<file path="src/rtl/spi_tx_scheduler_if.sv">
// Requester/transmitter bundle for spi_tx_scheduler. The master modport is the
// scheduler side; the slave modport is the requesters plus the SPI transmitter.
interface spi_tx_scheduler_if #(
  parameter int NUM_REQ = 4
);
  localparam int GW = (NUM_REQ > 1) ? $clog2(NUM_REQ) : 1;

  logic [NUM_REQ-1:0]    i_Req_Valid;
  logic [14*NUM_REQ-1:0] i_Req_Word;
  logic [NUM_REQ-1:0]    o_Req_Ack;
  logic [13:0]           o_TX_Word;
  logic                  o_TX_DV;
  logic                  i_TX_Ready;
  logic                  o_Busy;
  logic [GW-1:0]         o_Grant_Id;
  logic                  o_Timeout;

  modport master (
    input  i_Req_Valid, i_Req_Word, i_TX_Ready,
    output o_Req_Ack, o_TX_Word, o_TX_DV, o_Busy, o_Grant_Id, o_Timeout
  );

  modport slave (
    output i_Req_Valid, i_Req_Word, i_TX_Ready,
    input  o_Req_Ack, o_TX_Word, o_TX_DV, o_Busy, o_Grant_Id, o_Timeout
  );
endinterface

</file>
<file path="src/rtl/spi_tx_scheduler.sv">
// Round-robin scheduler sharing one 14-bit SPI transmitter among NUM_REQ requesters.
// Define SPI_TX_SCHED_WDOG_EN to build the frame watchdog and sticky o_Timeout.
module spi_tx_scheduler #(
  parameter int NUM_REQ     = 4,
  parameter int GAP_CYCLES  = 2,
  parameter int WDOG_CYCLES = 1024
) (
  input  logic                i_Clk,
  input  logic                i_Rst,
  spi_tx_scheduler_if.master  bus
);
  localparam int GW = (NUM_REQ > 1) ? $clog2(NUM_REQ) : 1;
  localparam int CW = (GAP_CYCLES > 1) ? $clog2(GAP_CYCLES) : 1;
  localparam logic [GW-1:0] LAST = GW'(NUM_REQ - 1);

  if (NUM_REQ < 2 || NUM_REQ > 8 || GAP_CYCLES < 0 || WDOG_CYCLES < 2) begin : g_bad_param
    $error("spi_tx_scheduler: illegal parameter value");
  end

  typedef enum logic [2:0] {IDLE, ISSUE, WAIT_BUSY, WAIT_DONE, GAP} state_e;

  state_e             state_q, state_d;
  logic [NUM_REQ-1:0] ack_q, ack_d;
  logic [13:0]        word_q, word_d;
  logic               dv_q, dv_d;
  logic               busy_q, busy_d;
  logic [GW-1:0]      gid_q, gid_d;
  logic [CW-1:0]      gap_q, gap_d;
  logic [GW-1:0]      pick, cand;
  logic               found;
  logic [13:0]        words [NUM_REQ];

  for (genvar k = 0; k < NUM_REQ; k++) begin : g_unpack
    assign words[k] = bus.i_Req_Word[14*k +: 14];
  end

`ifdef SPI_TX_SCHED_WDOG_EN
  localparam int WW = (WDOG_CYCLES > 1) ? $clog2(WDOG_CYCLES) : 1;
  logic [WW-1:0] wdog_q, wdog_d;
  logic          tout_q, tout_d;
  logic          wdog_hit;
  assign wdog_hit      = (wdog_q == WW'(WDOG_CYCLES - 1));
  assign bus.o_Timeout = tout_q;
`else
  assign bus.o_Timeout = 1'b0;
`endif

  // Search starts just past the last grant, so the previous winner is checked last.
  always_comb begin
    found = 1'b0;
    pick  = gid_q;
    cand  = gid_q;
    for (int off = 1; off <= NUM_REQ; off++) begin
      cand = GW'((int'(gid_q) + off) % NUM_REQ);
      if (!found && bus.i_Req_Valid[cand]) begin
        found = 1'b1;
        pick  = cand;
      end
    end
  end

  always_comb begin
    state_d = state_q;
    ack_d   = '0;
    word_d  = word_q;
    dv_d    = 1'b0;
    gid_d   = gid_q;
    gap_d   = gap_q;
`ifdef SPI_TX_SCHED_WDOG_EN
    wdog_d  = wdog_q;
    tout_d  = tout_q;
`endif
    case (state_q)
      IDLE: begin
        if (bus.i_TX_Ready && found) begin
          word_d      = words[pick];
          gid_d       = pick;
          ack_d[pick] = 1'b1;
          state_d     = ISSUE;
        end
      end
      ISSUE: begin
        dv_d    = 1'b1;
        state_d = WAIT_BUSY;
`ifdef SPI_TX_SCHED_WDOG_EN
        wdog_d  = '0;
`endif
      end
      WAIT_BUSY: begin
        if (!bus.i_TX_Ready) begin
          state_d = WAIT_DONE;
`ifdef SPI_TX_SCHED_WDOG_EN
          wdog_d  = '0;
        end else if (wdog_hit) begin
          state_d = IDLE;
          tout_d  = 1'b1;
        end else begin
          wdog_d  = wdog_q + 1'b1;
`endif
        end
      end
      WAIT_DONE: begin
        if (bus.i_TX_Ready) begin
          if (GAP_CYCLES == 0) begin
            state_d = IDLE;
          end else begin
            gap_d   = CW'(GAP_CYCLES - 1);
            state_d = GAP;
          end
`ifdef SPI_TX_SCHED_WDOG_EN
        end else if (wdog_hit) begin
          state_d = IDLE;
          tout_d  = 1'b1;
        end else begin
          wdog_d  = wdog_q + 1'b1;
`endif
        end
      end
      GAP: begin
        if (gap_q == '0) state_d = IDLE;
        else             gap_d   = gap_q - 1'b1;
      end
      default: state_d = IDLE;
    endcase
    busy_d = (state_d != IDLE);
  end

  always_ff @(posedge i_Clk) begin
    if (i_Rst) begin
      state_q <= IDLE;
      ack_q   <= '0;
      word_q  <= '0;
      dv_q    <= 1'b0;
      busy_q  <= 1'b0;
      gid_q   <= LAST;
      gap_q   <= '0;
`ifdef SPI_TX_SCHED_WDOG_EN
      wdog_q  <= '0;
      tout_q  <= 1'b0;
`endif
    end else begin
      state_q <= state_d;
      ack_q   <= ack_d;
      word_q  <= word_d;
      dv_q    <= dv_d;
      busy_q  <= busy_d;
      gid_q   <= gid_d;
      gap_q   <= gap_d;
`ifdef SPI_TX_SCHED_WDOG_EN
      wdog_q  <= wdog_d;
      tout_q  <= tout_d;
`endif
    end
  end

  assign bus.o_Req_Ack  = ack_q;
  assign bus.o_TX_Word  = word_q;
  assign bus.o_TX_DV    = dv_q;
  assign bus.o_Busy     = busy_q;
  assign bus.o_Grant_Id = gid_q;
endmodule

</file>
<file path="src/flat_wrapper.sv">
// flat-port wrapper written by rule: the top's interface ports become plain ports
module spi_tx_scheduler_flat 
#(
  parameter int NUM_REQ     = 4,
  parameter int GAP_CYCLES  = 2,
  parameter int WDOG_CYCLES = 1024
)
  (i_Clk, i_Rst, bus_i_Req_Valid, bus_i_Req_Word, bus_i_TX_Ready, bus_o_Req_Ack, bus_o_TX_Word, bus_o_TX_DV, bus_o_Busy, bus_o_Grant_Id, bus_o_Timeout);
  spi_tx_scheduler_if #(.NUM_REQ(NUM_REQ)) bus_i ();
  input  logic i_Clk;
  input  logic i_Rst;
  input wire logic [$bits(bus_i.i_Req_Valid)-1:0] bus_i_Req_Valid;
  input wire logic [$bits(bus_i.i_Req_Word)-1:0] bus_i_Req_Word;
  input wire logic [$bits(bus_i.i_TX_Ready)-1:0] bus_i_TX_Ready;
  output wire logic [$bits(bus_i.o_Req_Ack)-1:0] bus_o_Req_Ack;
  output wire logic [$bits(bus_i.o_TX_Word)-1:0] bus_o_TX_Word;
  output wire logic [$bits(bus_i.o_TX_DV)-1:0] bus_o_TX_DV;
  output wire logic [$bits(bus_i.o_Busy)-1:0] bus_o_Busy;
  output wire logic [$bits(bus_i.o_Grant_Id)-1:0] bus_o_Grant_Id;
  output wire logic [$bits(bus_i.o_Timeout)-1:0] bus_o_Timeout;
  assign bus_i.i_Req_Valid = bus_i_Req_Valid;
  assign bus_i.i_Req_Word = bus_i_Req_Word;
  assign bus_i.i_TX_Ready = bus_i_TX_Ready;
  assign bus_o_Req_Ack = bus_i.o_Req_Ack;
  assign bus_o_TX_Word = bus_i.o_TX_Word;
  assign bus_o_TX_DV = bus_i.o_TX_DV;
  assign bus_o_Busy = bus_i.o_Busy;
  assign bus_o_Grant_Id = bus_i.o_Grant_Id;
  assign bus_o_Timeout = bus_i.o_Timeout;
  spi_tx_scheduler #(.NUM_REQ(NUM_REQ), .GAP_CYCLES(GAP_CYCLES), .WDOG_CYCLES(WDOG_CYCLES)) u_core (.i_Clk(i_Clk), .i_Rst(i_Rst), .bus(bus_i));
endmodule
</file>
<file path="config.mk">
export PLATFORM = sky130hd
export DESIGN_NAME = spi_tx_scheduler_flat
export DESIGN_NICKNAME = d
export VERILOG_FILES = /design/src/rtl/spi_tx_scheduler_if.sv /design/src/rtl/spi_tx_scheduler.sv /design/src/flat_wrapper.sv
export SDC_FILE = /design/constraint.sdc
export NUM_CORES = 1
export LEC_CHECK = 0
export ABC_CLOCK_PERIOD_IN_PS = 1650
export CAP_MARGIN = 10
export CORE_MARGIN = 5
export CORE_UTILIZATION = 53
export CTS_CLUSTER_SIZE = 28
export DETAILED_ROUTE_END_ITERATION = 6
export DONT_BUFFER_PORTS = 1
export PLACE_DENSITY = 0.73
export SETUP_SLACK_MARGIN = 0.2
export SLEW_MARGIN = 0
export SYNTH_ARGS = -nofsm -noshare
export SYNTH_HDL_FRONTEND = slang
export SYNTH_SLANG_ARGS = --single-unit
</file>
<file path="constraint.sdc">
create_clock -name i_Clk -period 1.65 [get_ports i_Clk]
set_clock_uncertainty 0.15 [all_clocks]
set_input_delay 0.165 -clock i_Clk [delete_from_list [all_inputs] [get_ports i_Clk]]
set_output_delay 0.165 -clock i_Clk [all_outputs]
set_load 0.02 [all_outputs]
</file>
==> Word-level counts from Yosys, hierarchy flattened <==
Index checks and enable logic that the tools add are counted.
Widths: inputs -> output; s select.
{ "op_classes": {"eq_ne": 5, "mux": 30, "n_addsub": 5, "bitwise": 3, "order_cmp": 7, "div": 0, "reduce_logical": 14, "shift": 0, "n_mul": 0} }
{ "ops": {"columns": ["op", "n"], "rows": [
  ["$bmux 14 s2", 1],
  ["$mux 14", 2],
  ["$lt 2x3->1 const B", 5],
  ["$pmux 3 s5", 1],
  ["$mux 1", 12],
  ["$mux 3", 4],
  ["$bmux 1 s2", 4],
  ["$mux 2", 4],
  ["$eq 3x2->1 const B", 2],
  ["$logic_and 1x1->1", 5],
  ["$add 2x1->2 const B", 2],
  ["$add 2x2->2 const B", 2],
  ["$reduce_and 2->1", 2],
  ["$eq 3x1->1 const B", 1],
  ["$eq 3x3->1 const B", 1],
  ["$ge 3x3->1 const B", 1],
  ["$logic_not 1->1", 3],
  ["$logic_not 3->1", 1],
  ["$not 2->3", 1],
  ["$reduce_bool 3->1", 1],
  ["$reduce_or 3->1", 1],
  ["$demux 1 s2", 1],
  ["$ge 2x1->1 const B", 1],
  ["$ne 2x2->1 const B", 1],
  ["other kinds (4)", 5]
]} }
{ "word_totals": {"n_memories": 0, "latch_bits": 0, "ff_bits": 26, "romBits": 0, "elab_cells": 71, "in_bits": 63, "ramBits": 0} }

==> Longest topological paths before layout <==
Gate-level depths: netlist of the first run.
{ "depth": {"word_depth": 17, "mapped_depth": 7, "depth_no_buf": 5} }

==> Worst setup path before layout of the first run <==
OpenSTA, ideal clock, no wires.
{ "synth_timing": {"path_type": "reg-to-reg", "start": "register u_core.gid_q[0], in the netlist u_core.bus.o_Grant_Id[0]", "end": "register u_core.word_q[13], in the netlist u_core.bus.o_TX_Word[13]", "setup_ns": 0.134, "stages_incl_launch_ff": 7, "arrival_time_ns": 1.642, "path_buffers": 1, "setup_slack_ns": -0.276, "required_time_ns": 1.366, "synth_period_minus_slack_ns": 1.926, "cell_sequence": "dfxtp_1 or2b_1 o21ai_2 a221oi_4 buf_8 mux2i_1 o2111ai_2"} }
{ "synth_between": {"elab_chain_cells": 17, "word_cells_on_any_way": 32} }
{ "synth_lines": {"columns": ["element", "line", "rtl"], "rows": [
  ["from (decl)", "spi_tx_scheduler.sv:27", "logic [GW-1:0] gid_q, gid_d;"],
  ["from (signal assigned)", "spi_tx_scheduler.sv:147", "gid_q <= gid_d;"],
  ["$add 2x1->2", "spi_tx_scheduler.sv:54", "cand = GW'((int'(gid_q) + off) % NUM_REQ);"],
  ["$bmux 1 s2", "spi_tx_scheduler.sv:55", "if (!found && bus.i_Req_Valid[cand]) begin"],
  ["$mux 1 (implied by the code)", "spi_tx_scheduler.sv:55", null],
  ["$mux 1", "spi_tx_scheduler.sv:55", null],
  ["$logic_not 1->1", "spi_tx_scheduler.sv:55", null],
  ["$logic_and 1x1->1", "spi_tx_scheduler.sv:55", null],
  ["$mux 1", "spi_tx_scheduler.sv:55", null],
  ["$logic_not 1->1", "spi_tx_scheduler.sv:55", null],
  ["$logic_and 1x1->1", "spi_tx_scheduler.sv:55", null],
  ["$mux 1", "spi_tx_scheduler.sv:55", null],
  ["$logic_not 1->1", "spi_tx_scheduler.sv:55", null],
  ["$logic_and 1x1->1", "spi_tx_scheduler.sv:55", null],
  ["$mux 2", "spi_tx_scheduler.sv:55", null],
  ["$not 2->3 (implied by the code)", "spi_tx_scheduler.sv:76", "word_d = words[pick];"],
  ["$bmux 14 s2", "spi_tx_scheduler.sv:76", null],
  ["$mux 14 (implied by the code) (2 in series)", "spi_tx_scheduler.sv:76", null],
  ["to (signal assigned)", "spi_tx_scheduler.sv:144", "word_q <= word_d;"],
  ["to (decl)", "spi_tx_scheduler.sv:24", "logic [13:0] word_q, word_d;"]
]} }
Parallel ways exist; a longest one is shown, timed or not. The select of a mux whose other input is x is not followed.
A chain may end at the register's enable or synchronous reset.

==> Worst setup path after layout of the first run <==
{ "layout_timing": {"start": "register u_core.gid_q[0], in the netlist u_core.bus.o_Grant_Id[0]", "end": "register u_core.word_q[4], in the netlist u_core.bus.o_TX_Word[4]"} }
The elaborated chain is that of the path after synthesis.

==> run metrics, run 1 <==
status=finished, violations left; failing checks=setup timing; critical path fanouts, max=7; slowest CP cell=dfxtp_4; share of cells above drive strength 1=28.8%; Crit path required time=1720 ps; fillers=126; Worst setup SP type=flip-flop; CTS Hold Buffers Added=58; post-route minimum period=1890 ps; final worst slack=-238 ps; most frequent cells in the layout=dlygate4sd3_1 (58), nand4_1 (28), dfxtp_1 (24); Row Count=19; syn_nets=219; final hold viol count=0; PwrDens=819 nW/µm²; Hold Path Origin=bus_i_TX_Ready; vias in the first global route=1,793; HPWL Detailed=3060 µm; Reg clk slew, reported paths=160 ps; largest family of logic cells by synthesized area=simple AND/OR/NAND/NOR gates; largest net degree at the start of global routing=18; Die Ht=63.4 µm; die area=4030 µm²; adder-cell share of the synthesized area=0%; unrepaired setup endpoints after global routing=yes; DP Worst Slack=-162 ps; Yosys cell types=35; worst setup path start=u_core.bus.o_Grant_Id[0]$_SDFFE_PP1N_; # diodes=0; Mean Syn Cell Area=9.70 µm²; drt pass-1 iters=4; crit end category=flip-flop; I/O pin count=86; CTS H-tree lvls=1; CTS sink cnt=26; core area=2760 µm²; mux cell area share after synthesis=9.26%; vias per cell=6.36; Finished Cell Area=2430 µm²; die width=63.4 µm; RePlAce Congestion=0.876; CTS Buf Count=3; Int Power=1300 µW; register area share after synthesis=34.4%; routed len/inst=21.9 µm; GRT Overall Usage=27.8%; clock tree buffer depth=2; complex-gate fraction of the synthesized area=21.8%; first-pass GRT wire length=8850 µm; synthesized flop and latch total=26; clock root buffer=clkbuf_4; Lkg Pwr=0.000963 µW; fin. max-slew vios=0; Crit path largest cell delay=390 ps; worst setup path category=reg2reg; reg2reg start=u_core.bus.o_Grant_Id[0]$_SDFFE_PP1N_; switching power=695 µW; initial antenna violation count=0; Initial Util=54.9%; switch share=34.9%; Arrival @ worst endpoint=1960 ps; sequential cell area=526 µm²; Post-Syn Instances=156; post-detailed-route DRC marker count=0; Design Power=1990 µW; commonest non-fill, non-tap cell in the layout=dlygate4sd3_1; fin crit share=114%; vias=1,680; Syn. warnings=0; Clock Latency Late Sink=320 ps; crit-path cells=or2b_1, o21ai_2, a221oi_4, buf_6, mux2i_2, o2111ai_2; DP Area=1590 µm²; Post-synth ARST share=0%; post-synthesis xor/xnor area fraction=0%; fmax=530 MHz; area of the mapped netlist=1510 µm²; area grow syn2layout=60.5%; TritonCTS clock tree=built; combinational power share=38.6%; PortBufs=0; area of the multi-input gates=932 µm²; MaxCap Viol Count=0; fin nets=297; WHS=2.76 ps; Clk pwr share=19.7%; top_reg_cell synth=dfxtp_1; HP Class=in2reg; WL final=5790 µm; simple-gate area share of the yosys netlist=25.8%; Post-synth EDFFs=0; initial DRC count=120; Max VDD drop=0.783 mV; Final Setup Violations=17; Seq pwr share=41.6%; post-route ant nets=0; global route overflow=0
-- kinds of logic after synthesis --
logic type / after synthesis
multiplexers: 14
other: 1
buffers and inverters: 18
AND/OR/NAND/NOR: 67
AO/OA/AOI/OAI: 30
flip-flops: 26
-- stage by stage --
step | utilization, % | instances | setup TNS, ps
2_1_floorplan | - | 156 | -1240
3_3_place_gp | 57.7 | 189 | -725
3_5_place_dp | 57.7 | 189 | -1820
4_1_cts | 85.3 | 259 | -1450
5_1_grt | 88.1 | 264 | -4860
6_report | 88.1 | 264 | -3010
-- path summary, 6_finish.rpt --
| kind | slack, ps | cells past startpoint | to |
|---|---|---|---|
| min | 3 | 3 | u_core.state_q[0]$_SDFF_PP0_ |
| max reg2reg | -240 | 6 | u_core.bus.o_TX_Word[4]$_SDFFE_PP0N_ |
| max | -240 | 6 | u_core.bus.o_TX_Word[4]$_SDFFE_PP0N_ |
| min reg2reg | 380 | 1 | u_core.state_q[1]$_SDFF_PP0_ |
-- power by group through the flow --
stage                     Clock, µW  Sequential, µW  Combinational (µW)
final                           393             829                 769
after global routing            428             836                 809
after CTS                       388             825                 672
after detailed placement          0             837                 447
after global placement            0             833                 432
after floorplan                   0             831                 369
-- area by class of cell --
class	count	share of cell area, %
multi-input combinational	112	38.4
clock buffer	4	1.96
inverter	3	0.463
sequential	26	21.6
timing repair buffer	88	36.0
tap	31	1.60
-- sequential cells by signal, indices dropped and copies added (netlist names) --
name                   cells
u_core.bus.o_Req_Ack       4
u_core.state_q             3
u_core.bus.o_TX_Word      14
u_core.bus.o_Busy          1
u_core.bus.o_Grant_Id      2
u_core.bus.o_TX_DV         1
u_core.gap_q               1
-- synth_stat cells, drive strengths merged, types with 2 or more instances --
| master | instances | area [µm²] |
|---|---|---|
| a211o | 2 | 17.5 |
| nand4 | 29 | 196 |
| dfxtp | 26 | 521 |
| and3 | 2 | 12.5 |
| buf | 14 | 114 |
| inv | 3 | 11.3 |
| nor2 | 8 | 35.0 |
| o2111ai | 14 | 204 |
| nand3 | 2 | 10.0 |
| nand2b | 3 | 21.3 |
| a21oi | 7 | 38.8 |
| mux2i | 14 | 140 |
| o21a | 2 | 15.0 |
| nand2 | 16 | 60.1 |
| o21ai | 3 | 18.8 |
-- per-layer routing --
layer  share of wire [%]  GRT usage (%)  up-vias
li1                    -              -      756
met1                  33           27.6      784
met2                  53           52.0      122
met3                  11           9.06       18
met4                 3.3           11.7        0
met5                   0              0        -
-- timing repair --
item                       in CTS  in global routing
resized for setup              14                 10
gates cloned                    2                  1
hold endpoints to repair       26                  2
setup endpoints to repair      20                 20
pin swaps                       2                  1
buffers inserted                6                  4
-- worst max-delay path: cells and delay by family (launching register included) --
kind                   cells  cell delay [ps]
AOI/OAI and AO/OA          3              580
buffers and inverters      1              230
DFF                        1              390
muxes                      1              280
and+or+nand+nor            1              150
Note: power is estimated with default switching activity, not from simulation.
==> inputs of run 2 (changes only) <==
SETUP_SLACK_MARGIN = unset   (was 0.2)
==> run 2 against run 1 <==
Against the previous run: the run still ends with setup timing left; non-clock buffer count down 2; routed wire length rose by 16%; total power rose by 6.0%; critical endpoint unchanged; hold slack gained 11 ps; flip-flop and latch count unchanged; die area stayed put; largest cell class unchanged; global-route usage is 0.19 points higher; final area up 4.8%.
==> run metrics, run 2 (synthesis results as in run 1) <==
Worst Hold End=u_core.bus.o_Req_Ack[2]$_SDFF_PP0_ (was u_core.state_q[0]$_SDFF_PP0_); drt pass-1 iters=6 (was 4); fillers=89 (was 126); crit end category=flip-flop (unchanged); CTS sink cnt=26 (unchanged); final hold viol count=0 (unchanged); Hold Path Origin=i_Rst (was bus_i_TX_Ready); worst setup path category=reg2reg (unchanged); critical path fanouts, max=6 (was 7); Row Count=19 (unchanged); largest net degree at the start of global routing=25 (was 18); commonest non-fill, non-tap cell in the layout=dlygate4sd3_1 (unchanged); final worst slack=-260 ps (was -238 ps); Final Non-Filler Cells=264 (unchanged); most frequent cells in the layout=dlygate4sd3_1 (58), nand4_1 (28), dfxtp_1 (24) (unchanged); die area=4030 µm² (unchanged); initial antenna violation count=2 (was 0); post-layout util=92.3% (was 88.1%); core area=2760 µm² (unchanged); fmax=524 MHz (was 530 MHz); vias=1,790 (was 1,680); worst setup path start=u_core.bus.o_Grant_Id[0]$_SDFFE_PP1N_ (unchanged); first-pass GRT wire length=9090 µm (was 8850 µm); failing checks=setup timing (unchanged); share of cells above drive strength 1=31.6% (was 28.8%); status=finished, violations left (unchanged); fin nets=295 (was 297); unrepaired setup endpoints after global routing=yes (unchanged); WL final=6730 µm (was 5790 µm); post-route ant nets=0 (unchanged); clock root buffer=clkbuf_4 (unchanged); routed len/inst=25.5 µm (was 21.9 µm); CTS H-tree lvls=1 (unchanged); Final Setup Violations=20 (was 17); PortBufs=0 (unchanged); HP Class=in2reg (unchanged); Arrival @ worst endpoint=2000 ps (was 1960 ps); r2r setup slk=-260 ps (was -240 ps); RePlAce Congestion=0.713 (was 0.876); Crit path required time=1740 ps (was 1720 ps); initial DRC count=224 (was 120); vias per cell=6.78 (was 6.36); CTS Buf Count=3 (unchanged); Placed Cells=191 (was 189); hold path depth=4 (was 3); global route overflow=0 (unchanged); Reg-to-Reg End=u_core.bus.o_TX_Word[4]$_SDFFE_PP0N_ (unchanged); Lkg Pwr=0.000994 µW (was 0.000963 µW); post-route minimum period=1910 ps (was 1890 ps); TritonCTS clock tree=built (unchanged); I/O pin count=86 (unchanged); WHS=14.2 ps (was 2.76 ps); Die Ht=63.4 µm (unchanged); reg2reg path depth=7 (was 6); GRT Overall Usage=28.0% (was 27.8%); Clock Latency Late Sink=340 ps (was 320 ps); HPWL Detailed=3160 µm (was 3060 µm); max reg flops=14 (unchanged); MaxCap Viol Count=0 (unchanged); Reg clk slew, reported paths=170 ps (was 160 ps); fin. max-slew vios=0 (unchanged); Max VDD drop=0.858 mV (was 0.783 mV); area grow syn2layout=68.2% (was 60.5%); post-detailed-route DRC marker count=0 (unchanged); reg2reg start=u_core.bus.o_Grant_Id[0]$_SDFFE_PP1N_ (unchanged); vias in the first global route=1,780 (was 1,793); die width=63.4 µm (unchanged); clock tree buffer depth=2 (unchanged); Initial Util=54.9% (unchanged); fin crit share=116% (was 114%); PwrDens=829 nW/µm² (was 819 nW/µm²); Worst setup SP type=flip-flop (unchanged)
-- run 2: layout make-up --
cell class,instances,area (µm²),area share (%)
clock buffers,4,47.5,1.87
repair buffers,86,941,37.0
multi-input cells,112,977,38.4
flip-flops and latches,26,526,20.6
well taps,31,38.8,1.52
inverters,3,11.3,0.442
diodes,2,5.00,0.197
-- run 2: worst max-delay path: stages (launching register included) --
cell	delay, ps
dfxtp_4	390
or2b_1	140
o21ai_2	90
a221oi_4	270
buf_6	160
buf_12	140
mux2i_1	310
o2111ai_2	150
-- run 2: metal layers --
layer | global-route usage [%] | share of wire, % | vias up
met3 | 9.06 | 12 | 28
met4 | 10.4 | 4.0 | 0
met5 | 0 | 0 | -
li1 | - | - | 753
met1 | 30.5 | 34 | 855
met2 | 49.9 | 50 | 154
-- run 2: worst max-delay path by stage --
stage	endpoint	slack, ps	cells past startpoint
floorplan	u_core.bus.o_TX_Word[13]$_SDFFE_PP0N_	-100	6
global placement	u_core.bus.o_TX_Word[10]$_SDFFE_PP0N_	-50	6
detailed placement	u_core.bus.o_TX_Word[10]$_SDFFE_PP0N_	-170	6
CTS	u_core.bus.o_TX_Word[10]$_SDFFE_PP0N_	-150	6
global route	u_core.bus.o_TX_Word[7]$_SDFFE_PP0N_	-310	8
finish	u_core.bus.o_TX_Word[4]$_SDFFE_PP0N_	-260	7
-- run 2: metrics by stage --
stage	power [µW]	setup WS [ps]	area [µm²]	TNS, ps
after detailed placement	1340	-172	1660	-1460
after CTS	1840	-154	2290	-1620
final	2110	-260	2550	-3310
after global routing	2170	-306	2550	-4430
after floorplan	1180	-96.5	1520	-1240
after global placement	1310	-49.0	1660	-238
-- run 2: timing repair --
| item | 4_1_cts | 5_1_grt |
|---|---|---|
| gates resized for setup | 2 | 30 |
| gates cloned | 0 | 4 |
| pin swaps | 0 | 7 |
| setup buffers | 0 | 5 |
| hold buffers | 58 | 0 |
| endpoints found under the setup margin | 16 | 20 |
| endpoints found under the hold margin | 22 | 0 |
-- run 2: where the power goes --
| part | total, µW | leakage [µW] | switching (µW) | internal (µW) |
|---|---|---|---|---|
| logic | 869 | 0.000755 | 399 | 470 |
| registers | 827 | 0.000213 | 129 | 698 |
| clock network | 414 | 0.0000261 | 228 | 186 |
==> inputs of run 3 (changes only) <==
CORE_UTILIZATION = 30   (was 53)
CTS_CLUSTER_DIAMETER = 80   (was unset)
PLACE_DENSITY = 0.47   (was 0.73)
==> run 3 against run 2 <==
Against the previous run: the run still ends with setup timing left; first-iteration DRC count decreased by 64%; final area shrank 1.8%; routed wire length shrank 17%; sequential share of layout area rose by 0.38 points; non-clock buffer count is 1 lower; critical path type unchanged; largest power group is now sequential cells; via count is 10% lower; final cell count is 13% higher; fmax increased by 6.3%; die area is 63% higher; combinational power shrank 11%; clock power grew 1%.
==> run metrics, run 3 (synthesis results as in run 1) <==
status=finished, violations left (unchanged); failing checks=setup timing (unchanged); WL final=5570 µm (was 6730 µm); slowest CP cell=dfxtp_4 (unchanged); share of cells above drive strength 1=29.6% (was 31.6%); post-route minimum period=1800 ps (was 1910 ps); Die Ht=81.0 µm (was 63.4 µm); most frequent cells in the layout=dlygate4sd3_1 (58), nand4_1 (28), dfxtp_1 (24) (unchanged); hold path depth=4 (unchanged); final worst slack=-147 ps (was -260 ps); WHS=105 ps (was 14.2 ps); core area=4820 µm² (was 2760 µm²); vias=1,605 (was 1,790); CP delay by family, top=compound AO/OA/AOI/OAI gates (unchanged); Seq pwr share=40.7% (was 39.2%); routed len/inst=18.7 µm (was 25.5 µm); clock tree buffer depth=2 (unchanged); Max VDD drop=0.458 mV (was 0.858 mV); initial DRC count=81 (was 224); post-layout util=51.9% (was 92.3%); post-detailed-route DRC marker count=0 (unchanged); Worst Hold End=u_core.bus.o_Req_Ack[2]$_SDFF_PP0_ (unchanged); post-route ant nets=0 (unchanged); I/O pin count=86 (unchanged); Crit path required time=1650 ps (was 1740 ps); Hold Path Origin=i_Rst (unchanged); initial antenna violation count=0 (was 2); HPWL Detailed=3340 µm (was 3160 µm); Crit path largest cell delay=360 ps (was 390 ps); max reg flops=14 (unchanged); RePlAce Congestion=0.777 (was 0.713); crit end category=flip-flop (unchanged); sum of negative setup slack=-1800 ps (was -3310 ps); Initial Util=31.4% (was 54.9%); global route overflow=0 (unchanged); switch share=33.5% (was 35.8%); fmax=556 MHz (was 524 MHz); reg2reg start=u_core.bus.o_Grant_Id[0]$_SDFFE_PP1N_ (unchanged); Reg-to-Reg End=u_core.bus.o_TX_Word[8]$_SDFFE_PP0N_ (was u_core.bus.o_TX_Word[4]$_SDFFE_PP0N_); Arrival @ worst endpoint=1800 ps (was 2000 ps); TritonCTS clock tree=built (unchanged); PwrDens=804 nW/µm² (was 829 nW/µm²); Clock Latency Late Sink=270 ps (was 340 ps); commonest non-fill, non-tap cell in the layout=dlygate4sd3_1 (unchanged); fillers=434 (was 89); WP buf/inv=2 (unchanged); final hold viol count=0 (unchanged); vias per cell=5.39 (was 6.78); r2r setup slk=-150 ps (was -260 ps); Reg clk slew, reported paths=100 ps (was 170 ps); reg2reg path depth=7 (unchanged); drt pass-1 iters=4 (was 6); Design Power=2010 µW (was 2110 µW); area grow syn2layout=65.1% (was 68.2%); unrepaired setup endpoints after global routing=yes (unchanged); fin. max-slew vios=0 (unchanged); largest net degree at the start of global routing=26 (was 25); Clk pwr share=20.9% (was 19.6%); first-pass GRT wire length=8110 µm (was 9090 µm); switching power=673 µW (was 756 µW); Final Non-Filler Cells=298 (was 264); worst setup path category=reg2reg (unchanged); CTS Buf Count=3 (unchanged); Worst setup SP type=flip-flop (unchanged); Row Count=25 (was 19); GRT Overall Usage=16.0% (was 28.0%); fin nets=294 (was 295); CTS H-tree lvls=1 (unchanged); clock root buffer=clkbuf_8 (was clkbuf_4); combinational power share=38.4% (was 41.2%); Lkg Pwr=0.000945 µW (was 0.000994 µW); PortBufs=0 (unchanged); Final Setup Violations=15 (was 20); CTS sink cnt=26 (unchanged); crit-path cells=or2b_1, o21ai_2, a221oi_4, buf_6, clkbuf_16, mux2i_1, o2111ai_2 (was or2b_1, o21ai_2, a221oi_4, buf_6, buf_12, mux2i_1, o2111ai_2); fin crit share=109% (was 116%); MaxCap Viol Count=0 (unchanged); die width=81.0 µm (was 63.4 µm); die area=6570 µm² (was 4030 µm²); Int Power=1340 µW (was 1350 µW); HP Class=in2reg (unchanged); Placed Cells=228 (was 191); critical path fanouts, max=6 (unchanged); vias in the first global route=1,735 (was 1,780)
run 3: how the worst max path moves through the flow:
| stage | startpoint | endpoint | slack [ps] | cells past startpoint |
|---|---|---|---|---|
| finish | u_core.bus.o_Grant_Id[0]$_SDFFE_PP1N_ | u_core.bus.o_TX_Word[8]$_SDFFE_PP0N_ | -150 | 7 |
| global route | u_core.bus.o_Grant_Id[0]$_SDFFE_PP1N_ | u_core.bus.o_TX_Word[9]$_SDFFE_PP0N_ | -220 | 7 |
| CTS | u_core.bus.o_Grant_Id[0]$_SDFFE_PP1N_ | u_core.bus.o_TX_Word[12]$_SDFFE_PP0N_ | -140 | 6 |
| detailed placement | u_core.bus.o_Grant_Id[0]$_SDFFE_PP1N_ | u_core.bus.o_TX_Word[0]$_SDFFE_PP0N_ | -140 | 6 |
| global placement | u_core.bus.o_Grant_Id[0]$_SDFFE_PP1N_ | u_core.bus.o_TX_Word[0]$_SDFFE_PP0N_ | -100 | 6 |
| floorplan | u_core.bus.o_Grant_Id[0]$_SDFFE_PP1N_ | u_core.bus.o_TX_Word[13]$_SDFFE_PP0N_ | -100 | 6 |
run 3: routing by layer:
metal / global-route usage (%) / wire, µm / vias up
li1: - / - / 754
met1: 16.5 / 2090 / 769
met2: 30.9 / 3000 / 68
met3: 3.33 / 310 / 14
met4: 6.93 / 173 / 0
met5: 0 / 0 / -
run 3: final cells by class:
cell class | instances | area, µm² | area share, %
Multi-Input combinational cell | 112 | 930 | 37.2
Timing Repair Buffer | 85 | 892 | 35.7
Sequential cell | 26 | 526 | 21.0
Tap cell | 67 | 83.8 | 3.35
Clock buffer | 4 | 55.1 | 2.20
Inverter | 3 | 11.3 | 0.450
Antenna cell | 1 | 2.50 | 0.100
run 3: tightest hold or removal path: stages:
cell and delay (ps):
nor2_2 40, buf_12 150, nand2_1 80, nor2_1 40
run 3: timing repair:
| item | in CTS | in global routing |
|---|---|---|
| pin swaps | 0 | 1 |
| setup endpoints to repair | 15 | 17 |
| hold endpoints to repair | 22 | 2 |
| resized for setup | 1 | 17 |
| cloned | 0 | 2 |
| hold buffers | 56 | 2 |
| setup buffers | 0 | 5 |
run 3: power by group through the flow:
stage	clock, µW	combinational, µW	sequential, µW
after global placement	0	493	831
after floorplan	0	350	830
after CTS	444	625	819
final	420	771	818
after detailed placement	0	511	833
after global routing	459	818	825
run 3: per-stage QoR:
stage / setup WS (ps) / instance area (µm²)
finish: -147 / 2500
detailed placement: -137 / 1700
global placement: -102 / 1700
floorplan: -96.5 / 1520
CTS: -138 / 2320
global route: -219 / 2500
